$ cat config.mk
export PLATFORM = sky130hd
export DESIGN_NAME = seq_chunk_addsub
export DESIGN_NICKNAME = d
export VERILOG_FILES = /design/src/rtl/seq_chunk_addsub.sv
export SDC_FILE = /design/constraint.sdc
export NUM_CORES = 1
export LEC_CHECK = 0
export CORE_UTILIZATION = 54
export DETAILED_ROUTE_END_ITERATION = 6
export PLACE_DENSITY_LB_ADDON = 0.15
export SYNTH_ARGS = -nofsm -noshare
export SYNTH_HDL_FRONTEND = slang
export SYNTH_SLANG_ARGS = --single-unit
$ cat constraint.sdc
create_clock -name clk -period 5.1 [get_ports clk]
set_input_delay 1.02 -clock clk [delete_from_list [all_inputs] [get_ports clk]]
set_output_delay 1.02 -clock clk [all_outputs]
set_load 0.05 [all_outputs]
$ cat src/rtl/seq_chunk_addsub.sv
// Multi-cycle adder/subtractor: one CHUNK-bit ripple slice is reused NCHUNK times,
// with the carry registered between chunks and a start/done handshake around it.
module seq_chunk_addsub #(
    parameter int WIDTH = 16,
    parameter int CHUNK = 4
) (
    input  logic             clk,
    input  logic             rst,
    input  logic             start,
    input  logic [WIDTH-1:0] a,
    input  logic [WIDTH-1:0] b,
    input  logic             cin,
    input  logic             sub,
    output logic             busy,
    output logic             done,
    output logic [WIDTH-1:0] sum,
    output logic             cout,
    output logic             ovf
);

    localparam int NCHUNK = WIDTH / CHUNK;
    localparam int IDXW   = (NCHUNK > 1) ? $clog2(NCHUNK) : 1;
    localparam logic [IDXW-1:0] LAST_IDX = IDXW'(NCHUNK - 1);

    typedef enum logic [1:0] {
        IDLE,
        RUN,
        DONE
    } state_t;

    state_t            state_q;
    logic [IDXW-1:0]   idx_q;
    logic              carry_q;
    logic [WIDTH-1:0]  opA_q;
    logic [WIDTH-1:0]  opB_q;
    logic [WIDTH-1:0]  sum_q;
    logic              cout_q;
    logic              ovf_q;

    logic [CHUNK-1:0]  sliceA;
    logic [CHUNK-1:0]  sliceB;
    logic [CHUNK-1:0]  sliceSum;
    logic              sliceCarry;
    logic              accept;

    // The single shared ripple slice, steered by the current chunk index.
    always_comb begin
        sliceA = opA_q[int'(idx_q) * CHUNK +: CHUNK];
        sliceB = opB_q[int'(idx_q) * CHUNK +: CHUNK];
        {sliceCarry, sliceSum} = {1'b0, sliceA} + {1'b0, sliceB} + {{CHUNK{1'b0}}, carry_q};
        accept = start && (state_q != RUN);
    end

    // A new request may start from IDLE or straight out of DONE, giving back-to-back
    // operation. Subtraction is folded into addition by inverting B and forcing carry-in.
    always_ff @(posedge clk) begin
        if (rst) begin
            state_q <= IDLE;
            idx_q   <= '0;
            carry_q <= 1'b0;
            opA_q   <= '0;
            opB_q   <= '0;
            sum_q   <= '0;
            cout_q  <= 1'b0;
            ovf_q   <= 1'b0;
        end else if (accept) begin
            state_q <= RUN;
            idx_q   <= '0;
            opA_q   <= a;
            opB_q   <= b ^ {WIDTH{sub}};
            carry_q <= sub ? 1'b1 : cin;
        end else begin
            case (state_q)
                RUN: begin
                    sum_q[int'(idx_q) * CHUNK +: CHUNK] <= sliceSum;
                    carry_q <= sliceCarry;
                    if (idx_q == LAST_IDX) begin
                        // Top slice writes sum MSB this edge, so use the slice output directly.
                        state_q <= DONE;
                        idx_q   <= '0;
                        cout_q  <= sliceCarry;
                        ovf_q   <= (opA_q[WIDTH-1] == opB_q[WIDTH-1]) &&
                                   (sliceSum[CHUNK-1] != opA_q[WIDTH-1]);
                    end else begin
                        idx_q <= idx_q + IDXW'(1);
                    end
                end
                default: state_q <= IDLE;
            endcase
        end
    end

    assign busy = (state_q == RUN);
    assign done = (state_q == DONE);
    assign sum  = sum_q;
    assign cout = cout_q;
    assign ovf  = ovf_q;

endmodule

==> results of run 1 <==
[report_power, final]
group / internal (W) / switching [W] / leakage [nW]
registers: 0.000453 / 0.0000159 / 0.450
clock network: 0.000144 / 0.000136 / 0.0513
logic: 0.0000841 / 0.0000981 / 0.699
[through the flow]
| stage | instance area, um2 | setup slack, ns | power (W) | utilization (%) | instances |
|---|---|---|---|---|---|
| after CTS | 3280 | 2.24 | 0.000933 | 69.4 | 380 |
| after detailed placement | 3180 | 2.22 | 0.000660 | 67.2 | 373 |
| after global placement | 3180 | 2.30 | 0.000657 | 67.2 | 373 |
| after floorplan | 2650 | 2.41 | 0.000605 | - | 266 |
| final | 3280 | 2.24 | 0.000931 | 69.4 | 380 |
| after global routing | 3280 | 2.17 | 0.000970 | 69.4 | 380 |
[routing by layer]
| layer | part of all wire [%] | global-route usage, % | up-vias |
|---|---|---|---|
| li1 | - | - | 1021 |
| met1 | 48 | 31.9 | 953 |
| met2 | 48 | 35.0 | 52 |
| met3 | 3.7 | 5.00 | 4 |
| met4 | 0.83 | 4.58 | 0 |
| met5 | 0 | 0 | - |
[synth_stat cells (3+ instances only)]
master / count / share of area (%)
ha_1: 9 / 4.2
nor3_1: 3 / 0.57
a211oi_2: 16 / 7.5
buf_4: 3 / 0.85
nor2_1: 42 / 5.9
a22oi_1: 12 / 3.4
mux4_2: 8 / 6.8
a21oi_1: 19 / 3.6
a32oi_1: 4 / 1.3
dfxtp_1: 55 / 42
clkbuf_1: 6 / 0.85
a21o_1: 4 / 1.1
nand2_1: 37 / 5.2
xnor2_1: 16 / 5.3
buf_6: 5 / 2.1
[logic make-up after synthesis]
| family | Yosys count | share of synthesized area [%] |
|---|---|---|
| XOR/XNOR | 17 | 5.61 |
| multiplexers | 9 | 7.17 |
| flip-flops | 55 | 41.5 |
| adder cells (fa/ha/maj) | 11 | 5.75 |
| AND/OR/NAND/NOR | 96 | 16.7 |
| AO/OA/AOI/OAI | 58 | 18.2 |
| buffers and inverters | 20 | 5.14 |
[worst reg2reg max path, stage by stage, from the launching register on]
cell,delay [ns]
dfxtp_1,0.48
buf_4,0.30
mux4_2,0.57
ha_1,0.29
a211o_1,0.32
a21o_1,0.25
a21o_1,0.20
a311oi_2,0.23
[area by class of cell]
class / instances / share of cell area, %
timing repair buffer: 57 / 17.2
multi-input combinational: 191 / 43.2
inverter: 3 / 0.344
clock inverter: 1 / 0.916
tap: 67 / 2.56
sequential: 55 / 33.6
clock buffer: 6 / 2.21
[worst paths after layout]
kind | to | slack, ns | from | cells past startpoint
worst min register to register | opA_q[2] | 0.46 | opA_q[2] | 2
worst min-delay path | opA_q[2] | 0.46 | opA_q[2] | 2
worst max register to register | ovf | 2.37 | idx_q[0] | 7
worst max-delay path | busy | 2.24 | state_q[0] | 3
[sequential cells by signal, indices dropped and copies added (netlist names)]
signal	flops
sum	16
opA_q	16
carry_q	1
idx_q	2
cout	1
ovf	1
state_q	2
opB_q	16
==> results by group, run 1 <==
Setup path
  – Delay-heaviest family, CP: buffers and inverters
  – CP required: 4.08 ns
  – Setup CP Type: reg2out
  – CP arrival: 1.84 ns
  – Worst path slowest cell: clkdlybuf4s50_1
  – Worst Path Buf+Inv: 2
  – Startpoint Class: flop
  – Worst stage delay on the critical path: 0.83 ns
  – Crit path max fanout: 9
  – Crit path cell chain: nand2b_4 > inv_2 > clkdlybuf4s50_1
  – Crit path capture type: output port

Final layout
  – Most frequent cells in the layout: dfxtp_1, clkdlybuf4s50_1, nor2_1, nand2_1, a21oi_1
  – Synth-to-layout area growth: 23.6%
  – Multi-input logic area: 1420 um2
  – Ant. Diodes: 0
  – Layout cells sized above 1: 12.5%
  – Nets@finish: 361
  – Fill cells: 379
  – Register area: 1100 um2

Synth
  – Post-synthesis sequential area ratio: 41.5%
  – Post-synthesis cell type count: 35
  – Flops & latches, synth: 55
  – Post-synth EDFFs: 0
  – Post-synth top flop: dfxtp_1
  – Post-Syn Instances: 266
  – Yosys Warn Count: 0
  – Synth async-reset ratio: 0%
  – Cell Area, Synth: 2650 um2
  – Syn avg cell area: 9.97 um2
  – Syn Nets: 314

Flow run
  – Max-cap violation count: 0

Timing
  – FMAX: 0.349 GHz
  – Final hold vios: 0
  – Tightest Pin Transition: 1.14 ns
  – Fin crit period: 2.86 ns
  – Final setup violation count: 0
  – Final hold slack: 0.456 ns
  – Crit share post-route: 56.1%
  – RSZ-0062 raised after global routing: false
  – Max-slew headroom: 23.9%
  – Skew final: 0.00774 ns
  – Pins Over Slew Limit: 0
  – Setup TNS: 0 ns

Routing
  – DRT Wirelength: 5310 um
  – # DRC: 0
  – DRT iter0 DRCs: 128
  – Number of routed nets with antenna violations: 0
  – WL/cell: 14.0 um
  – Via count: 2030
  – Via density: 5.34
  – First-pass DRT Iterations: 4

Global route
  – GRT overflow: 0
  – Initial antenna violation count: 0
  – Vias in the first global route: 1883
  – GRT Total Usage: 22.4%
  – First-pass GRT wire length: 9080 um
  – Largest net degree at the start of global routing: 56

Power
  – P_leak: 1.20 nW
  – Worst vdd ir: 0.173 mV
  – Pwr/cell area: 284 nW/um2

Place
  – Dpl hpwl: 3730 um
  – GP Congestion: 0.791
  – IO Port Bufs: 56

Floorplanning
  – Initial Util: 56.2%
  – Row cnt: 25
  – # IOs: 57
  – Die W: 72.1 um
  – DIE AREA: 5200 um2
  – Chip height: 72.1 um
  – Core ar.: 4720 um2

CTS
  – Hold-fix buffers, CTS: 0
  – Total setup buffers inserted after CTS: 0
  – Post-CTS Resized: 0
  – Clock root buffer: clkbuf_8
  – Clock-pin slew on the worst setup and hold paths: 0.10 ns
  – Max clock buf depth: 2
  – Sink Count: 55
  – TritonCTS clock tree: done
  – H-tree Lvls: 2
  – Total CTS buffers: 5
  – Worst-Skew Late Latency: 0.31 ns

Run status
  – Status: complete, no violations

Worst hold path
  – Tightest Hold Check Type: reg2reg
(Power assumes the default switching activity.)
==> inputs of run 2 (changes only) <==
--- a/config.mk
+++ b/config.mk
@@ -5,7 +5,7 @@
 export SDC_FILE = /design/constraint.sdc
 export NUM_CORES = 1
 export LEC_CHECK = 0
-export CORE_UTILIZATION = 54
+export CORE_UTILIZATION = 51
 export DETAILED_ROUTE_END_ITERATION = 6
 export PLACE_DENSITY_LB_ADDON = 0.15
 export SYNTH_ARGS = -nofsm -noshare
==> constraint.sdc (replaced) <==
create_clock -name clk -period 2.74 [get_ports clk]
set_input_delay 0.548 -clock clk [delete_from_list [all_inputs] [get_ports clk]]
set_output_delay 0.548 -clock clk [all_outputs]
set_load 0.05 [all_outputs]
==> run 2 against run 1 <==
Against the previous run:
- clock skew down 0.0028 ns
- combinational power is 91% higher
- non-clock buffer count is 7 higher
- clock power increased by 120%
- sequential share of layout area shrank 0.98 points
- routed wire length grew 1.7%
- hold slack improved by 0.0061 ns
- sequential power is 86% higher
- core utilization up 0.25 points
- clock-buffer cell count is 1 lower
- die area rose by 5.7%
- largest cell class unchanged
==> results by group, run 2 (same netlist as run 1, synthesis figures left out) <==
Floorplanning
  – Row cnt: 25 (unchanged)
  – Core ar.: 4850 um2 (+2.6%)
  – Initial Util: 54.7% (-1.4 points)
  – # IOs: 57 (unchanged)
  – Chip height: 74.1 um (+2.8%)
  – DIE AREA: 5490 um2 (+5.7%)
  – Die W: 74.1 um (+2.8%)

Routing
  – Number of routed nets with antenna violations: 0 (unchanged)
  – First-pass DRT Iterations: 4 (unchanged)
  – # DRC: 0 (unchanged)
  – Via count: 2068 (+1.9%)
  – Via density: 5.33 (-0.23%)
  – DRT iter0 DRCs: 89 (-30%)
  – WL/cell: 13.9 um (-0.40%)
  – DRT Wirelength: 5400 um (+1.7%)

Final layout
  – Non-filler cells, final: 388 (+2.1%)
  – Nets@finish: 368 (+1.9%)
  – Ant. Diodes: 0 (unchanged)
  – Final Core Density: 69.7% (+0.25 points)
  – Synth-to-layout area growth: 27.3%
  – Layout cells sized above 1: 15.0% (+2.5 points)
  – Most frequent cells in the layout: dfxtp_1, clkdlybuf4s50_1, nor2_1, nand2_1, a21oi_1
  – Fill cells: 404 (+6.6%)

Timing
  – Final hold vios: 0 (unchanged)
  – Setup TNS: 0 ns (unchanged)
  – Worst Setup Slack, final: 0.164 ns (-2.07 ns)
  – Tightest Pin Transition: 0.648 ns (-0.494 ns)
  – Final setup violation count: 0 (unchanged)
  – FMAX: 0.388 GHz
  – Pins Over Slew Limit: 0 (unchanged)
  – Max-slew headroom: 56.8% (+33 points)
  – RSZ-0062 raised after global routing: false
  – Skew final: 0.00496 ns (-0.00278 ns)
  – Fin crit period: 2.58 ns
  – Crit share post-route: 94.0%

CTS
  – Sink Count: 55 (unchanged)
  – Clock-pin slew on the worst setup and hold paths: 0.10 ns (about the same)
  – Worst-Skew Late Latency: 0.31 ns (about the same)
  – Max clock buf depth: 2 (unchanged)
  – Total CTS buffers: 5 (unchanged)
  – H-tree Lvls: 2 (unchanged)
  – Clock root buffer: clkbuf_8
  – Total setup buffers inserted after CTS: 0 (unchanged)
  – TritonCTS clock tree: done
  – Post-CTS Resized: 0 (unchanged)
  – Hold-fix buffers, CTS: 0 (unchanged)

Global route
  – Initial antenna violation count: 0 (unchanged)
  – First-pass GRT wire length: 9390 um (+3.4%)
  – Vias in the first global route: 1941 (+3.1%)
  – Largest net degree at the start of global routing: 34 (-39%)
  – GRT overflow: 0 (unchanged)
  – GRT Total Usage: 22.4% (about the same)

Place
  – Placed cell count: 380 (+1.9%)
  – IO Port Bufs: 56 (unchanged)
  – Dpl hpwl: 4090 um (+9.6%)
  – Dpl ws: 0.180 ns (-2.04 ns)
  – GP Congestion: 0.807 (+2.0%)

Setup path
  – RR Startpoint: idx_q[0]
  – Crit path cell chain: buf_4 > mux4_2 > ha_1 > a211o_1 > a21o_1 > a21o_1 > a311oi_2
  – Worst Path Buf+Inv: 1 (-1)
  – Worst path slowest cell: mux4_2
  – Crit path max fanout: 10 (+1)
  – Worst setup path startpoint: idx_q[0]
  – Startpoint Class: flop
  – Delay-heaviest family, CP: compound AO/OA/AOI/OAI gates
  – CP arrival: 2.80 ns (+0.96 ns)
  – CP required: 2.96 ns (-1.12 ns)
  – Setup CP Type: reg2reg
  – Most repeated library cell on the critical path: a21o_1
  – Worst stage delay on the critical path: 0.56 ns (-0.27 ns)
  – Crit path capture type: flop

Worst hold path
  – Hold Startpoint: opA_q[2]
  – Tightest Hold Check Type: reg2reg

Flow run
  – Max-cap violation count: 0 (unchanged)

Power
  – Pwr/cell area: 546 nW/um2 (+92%)
  – P_leak: 1.25 nW (+4.4%)
  – Worst vdd ir: 0.264 mV (+53%)

Run status
  – Status: complete, no violations
-- run 2: final timing paths --
check / to / slack, ns / cells past startpoint
setup reg to reg: ovf / 0.16 / 7
hold reg to reg: opA_q[2] / 0.46 / 2
setup / recovery: ovf / 0.16 / 7
hold / removal: opA_q[2] / 0.46 / 2
-- run 2: layer usage --
layer	GRT usage, %	routed length (um)
met4	5.56	46
met3	5.01	177
met2	34.0	2580
met1	32.2	2590
met5	0	0
-- run 2: worst min-delay path: cells and delay by family, from the launching register on --
family	cells	cell delay [ns]
DFF	1	0.32
and+or+nand+nor	1	0.05
AOI/OAI and AO/OA	1	0.05
-- run 2: report_power, final --
part / internal [W] / leakage, nW / switching, W
clock network: 0.000364 / 0.0644 / 0.000258
logic: 0.000165 / 0.739 / 0.000183
registers: 0.000843 / 0.450 / 0.0000298
total: 0.00137 / 1.25 / 0.000471
-- run 2: layout make-up --
cell class / instances / area, um2 / area share [%]
Timing Repair Buffer: 64 / 628 / 18.6
Sequential cell: 55 / 1100 / 32.6
Multi-Input combinational cell: 191 / 1420 / 41.9
Clock buffer: 5 / 68.8 / 2.04
Tap cell: 67 / 83.8 / 2.48
Clock inverter: 3 / 67.6 / 2.00
Inverter: 3 / 11.3 / 0.333
-- run 2: per-stage QoR --
step	total power, W	instance area [um2]	hold slack [ns]
CTS	0.00185	3380	0.463
global placement	0.00123	3240	0.444
global route	0.00192	3380	0.482
finish	0.00184	3380	0.462
detailed placement	0.00124	3240	0.449
floorplan	0.00113	2650	0.433
